===== config.mk =====
export PLATFORM = sky130hd
export DESIGN_NAME = updown_counter
export DESIGN_NICKNAME = d
export VERILOG_FILES = /design/src/rtl/updown_counter.sv
export SDC_FILE = /design/constraint.sdc
export NUM_CORES = 1
export LEC_CHECK = 0
export BUFFER_PORTS_ARGS = -buffer_cell sky130_fd_sc_hd__buf_2
export CAP_MARGIN = 5
export CORE_AREA = 2 2 39 41
export DETAILED_ROUTE_END_ITERATION = 8
export DIE_AREA = 0 0 41 43
export GPL_TIMING_DRIVEN = 0
export PLACE_DENSITY_LB_ADDON = 0.12
export SYNTH_ARGS = -nofsm -noshare
export SYNTH_HDL_FRONTEND = slang
export SYNTH_SLANG_ARGS = --single-unit

===== constraint.sdc =====
create_clock -name i_clk -period 1.5 [get_ports i_clk]
set_clock_uncertainty 0.15 [all_clocks]
set_input_delay 0.3 -clock i_clk [delete_from_list [all_inputs] [get_ports i_clk]]
set_output_delay 0.3 -clock i_clk [all_outputs]
set_load 0.02 [all_outputs]

===== src/rtl/updown_counter.sv =====
// updown_counter: loadable up/down binary counter with enable and terminal count.
// Optional: define UPDOWN_COUNTER_SATURATE_EN to pin at the limits instead of wrapping.
//
// Ports:
//   i_clk    clock, state changes on the rising edge
//   i_rst_n  asynchronous active-low reset (count -> 0)
//   i_en     count enable
//   i_load   parallel load strobe (highest priority)
//   i_up     direction, 1 = increment, 0 = decrement
//   i_d      parallel load value
//   o_q      current count
//   o_qn     bitwise inverse of o_q
//   o_tc     terminal count, combinational; chains to the next stage's i_en
module updown_counter #(
  parameter int WIDTH = 4
) (
  input  logic             i_clk,
  input  logic             i_rst_n,
  input  logic             i_en,
  input  logic             i_load,
  input  logic             i_up,
  input  logic [WIDTH-1:0] i_d,
  output logic [WIDTH-1:0] o_q,
  output logic [WIDTH-1:0] o_qn,
  output logic             o_tc
);

  logic [WIDTH-1:0] q;
  logic [WIDTH-1:0] q_nxt;
  logic             at_max;
  logic             at_min;
  logic             do_load;
  logic             do_inc;
  logic             do_dec;

  assign at_max  = &q;
  assign at_min  = ~|q;

  // Mutually exclusive selects so the decoder stays one-hot.
  assign do_load = i_load;
  assign do_inc  = ~i_load & i_en & i_up;
  assign do_dec  = ~i_load & i_en & ~i_up;

  always_comb begin
    q_nxt = q;
    unique case (1'b1)
      do_load: q_nxt = i_d;
`ifdef UPDOWN_COUNTER_SATURATE_EN
      do_inc:  q_nxt = at_max ? q : q + 1'b1;
      do_dec:  q_nxt = at_min ? q : q - 1'b1;
`else
      do_inc:  q_nxt = q + 1'b1;
      do_dec:  q_nxt = q - 1'b1;
`endif
      default: q_nxt = q;
    endcase
  end

  // Edge-triggered register: the master/slave pair of the storage stage,
  // so input glitches while the clock is low never reach the count.
  always_ff @(posedge i_clk or negedge i_rst_n) begin
    if (!i_rst_n) begin
      q <= '0;
    end else begin
      q <= q_nxt;
    end
  end

  assign o_q  = q;
  assign o_qn = ~q;

  // High in the cycle before a wrap so a cascaded stage counts on that edge.
  assign o_tc = i_rst_n & i_en & ~i_load &
                ((i_up & at_max) | (~i_up & at_min));

endmodule


==> results.py <==
metrics = {
    "worst_setup_path": {
        "cp.required_ps": 1050,
        "r2r_slack_ps": -250,
        "path_cells": "nor3_2 > nand3_1 > o21ai_1 > and4b_2 > buf_6",
        "critPathSlowestCell": "dfrtp_2",
        "startpoint_type": "flip-flop",
        "cp_max_fo": 4,
        "cp_top_family": "simple AND/OR/NAND/NOR gates",
        "cp.arrival_ps": 1350,
        "path_class": "flip-flop to output pin",
        "reg2reg_to": "o_q[2]",
        "r2r-start": "o_q[1]",
        "slowest_delay_ps": 420,
        "endpoint_kind": "output pin",
        "cp_num_buf_inv": 1,
        "reg2regPathDepth": 8,
    },
    "synth": {
        "ys_types": 21,
        "synth_top_area_share_pct": 31.25,
        "synth-seq-cells": 4,
        "avgSynthCellArea_um2": 8.213,
        "ys_seq_area_share_pct": 31.25,
        "synth_top_cell_by_area": "dfrtp_1",
        "synth.net_count": 49,
        "netlist_top_cells_area": "dfrtp_1 31%, xnor2_1 8.2%, o21ai_0 6.3%",
        "synth_cells": 39,
        "ys_warn_count": 0,
        "netlist_area_um2": 320.3,
    },
    "outcome": {
        "violations": "negative setup slack",
        "status": "finished, violations left",
    },
    "placement": {
        "io_buffers": 17,
        "dp_cells": 72,
        "place_congestion": 0.6776,
        "dp_hpwl_um": 626.8,
    },
    "routing": {
        "vias": 380,
        "drtAntennaViolNets": 0,
        "viasPerCell": 4.691,
        "drc": 0,
        "wl_per_cell_um": 10.84,
        "wl_um": 878,
        "drt_iter0_drc": 4,
        "firstDrtPassIters": 2,
    },
    "layout": {
        "final_util_pct": 39.87,
        "final_nets": 76,
        "final_common_cell": "buf_2",
        "area_growth_syn_to_layout_pct": 72.27,
        "diodes": 0,
        "drive_above_1_share_pct": 60.00,
        "finalNonFillerCells": 81,
        "fill_cells": 159,
        "layout_common_cells": "16 x buf_2, 4 x nor2_1, 4 x buf_4",
        "largest_reg_flops": 4,
    },
    "power": {
        "switching_power_uw": 209.5,
        "power.density_mw_per_mm2": 1013,
        "p_leak_uw": 0.0002589,
        "p_seq_share_pct": 28.1,
        "p_clk_share_pct": 26.1,
        "vdd_drop_max_mv": 0.5274,
        "p_sw_share_pct": 37.49,
        "total_power_uw": 558.7,
        "p_int_uw": 349.2,
        "comb_power_share_pct": 45.8,
    },
    "timing": {
        "finalHoldViolCount": 0,
        "period_share_pct": 119.8,
        "setup_ws_ps": -296.8,
        "max_freq_ghz": 0.5566,
        "min_period_ps": 1797,
        "setup_viol_count_final": 2,
        "maxSlewViolCount": 0,
        "slew_headroom_pct": 84.80,
        "worst_slew_pin_slew_ps": 225.6,
        "rsz0062_at_grt": "yes",
    },
    "worst_hold_path": {
        "min_path_cells": 3,
        "min_path_type": "input pin to flip-flop",
        "hold_end": "o_q[1]",
        "hold_start": "i_d[1]",
    },
    "clock_tree": {
        "cts_tree": "built",
        "cts.sinks": 4,
        "htreeDepth": 1,
        "cts_root_buf": "clkbuf_4",
        "path_clk_slew_ps": 40,
        "clock_latency_ps": 240,
        "cts_buffers": 3,
        "cts.path.max_buffers": 2,
    },
    "job": {
        "drv_cap": 0,
    },
    "floorplanning": {
        "coreArea_mm2": 0.001384,
        "die_w_um": 41,
        "io_pins": 18,
        "start_util_pct": 23.15,
        "die-area_mm2": 0.001763,
        "die_h_um": 43,
        "row_count": 14,
    },
    "global_route": {
        "antenna_found_initial": 0,
        "grt_max_degree": 11,
        "grt_first_pass_wirelength_um": 1497,
        "grtUsageMet1_pct": 16.56,
        "grt_overflow": 0,
        "grt_pass1_vias": 360,
        "top_usage_layer": "met2",
        "grt_use_met2_pct": 17.50,
        "met3_usage_pct": 1.571,
        "grtUsageTotal_pct": 12.59,
    },
}
==> cell families after synthesis <==
kind of cell	Yosys count	share of synthesized area, %
AOI/OAI and AO/OA	7	14.45
and+or+nand+nor	17	29.30
muxes	2	6.641
xor gates and xnor gates	3	8.205
adders and majority gates	1	3.906
DFF	4	31.25
buffers and inverters	5	6.247
==> worst reg2reg max path: stages (launching register included) <==
cell     delay (ps)
dfrtp_2         440
buf_6           130
inv_4            50
xnor2_2         120
ha_4            170
and2_4          140
o21ai_2          50
xnor2_1         130
mux2_4          270
==> per-stage QoR <==
stage / area, um2 / TNS, ps / hold slack, ps / setup WS [ps]
after floorplan: 342.8 / -287.6 / -145.6 / -239.4
final: 551.8 / -551.3 / 128.0 / -296.8
after detailed placement: 447.9 / -720.7 / -35.70 / -424.2
after global placement: 447.9 / -752.9 / -34.61 / -425.3
after global routing: 551.8 / -705.1 / 127.4 / -362.2
after CTS: 533.0 / -576.0 / 124.0 / -298.5
==> cell type report <==
cell class / count / area (um2) / share of cell area [%]
buffer: 1 / 5.005 / 0.9070
multi-input combinational: 30 / 241.5 / 43.76
tap: 16 / 20.02 / 3.628
inverter: 4 / 17.52 / 3.175
sequential: 4 / 103.9 / 18.82
timing repair buffer: 22 / 137.6 / 24.94
clock buffer: 4 / 26.28 / 4.762
==> cell usage after synthesis, drive strengths merged <==
cell type	n
o21ai	5
dfrtp	4
inv	4
nor2	4
nand2	3
xnor2	3
nand3	2
nor3	2
a22oi	1
a311o	1
and2	1
and4b	1
buf	1
ha	1
mux2	1
mux2i	1
nand2b	1
nand3b	1
nand4	1
nand4b	1
==> power groups by stage <==
| stage | logic (uW) | registers [uW] | clock network [uW] |
|---|---|---|---|
| global placement | 197 | 166 | 0 |
| finish | 256 | 157 | 146 |
| detailed placement | 196 | 166 | 0 |
| floorplan | 110 | 182 | 0 |
| global route | 286 | 161 | 165 |
| CTS | 241 | 157 | 151 |
==> worst max path at each step <==
stage                 from      to  depth (start not counted)
floorplan           o_q[1]  o_q[2]                          7
global placement      i_en  o_q[2]                          9
detailed placement    i_en  o_q[2]                          9
CTS                 o_q[0]    o_tc                          5
global route        o_q[0]    o_tc                          5
finish              o_q[0]    o_tc                          5
==> per-layer routing <==
layer | wire, um | part of all wire (%) | vias up
met5 | 0 | 0 | -
met4 | 8 | 0.91 | 0
met3 | 39 | 4.4 | 2
met2 | 436 | 50 | 10
met1 | 393 | 45 | 179
li1 | - | - | 189
==> repair_timing <==
action                                  4_1_cts  5_1_grt
endpoints found under the hold margin         4        0
setup buffers                                 4        0
endpoints found under the setup margin        2        4
hold buffers                                  1        0
resized for setup                             6        4
pin swaps                                     5        2
(Power assumes the default switching activity.)
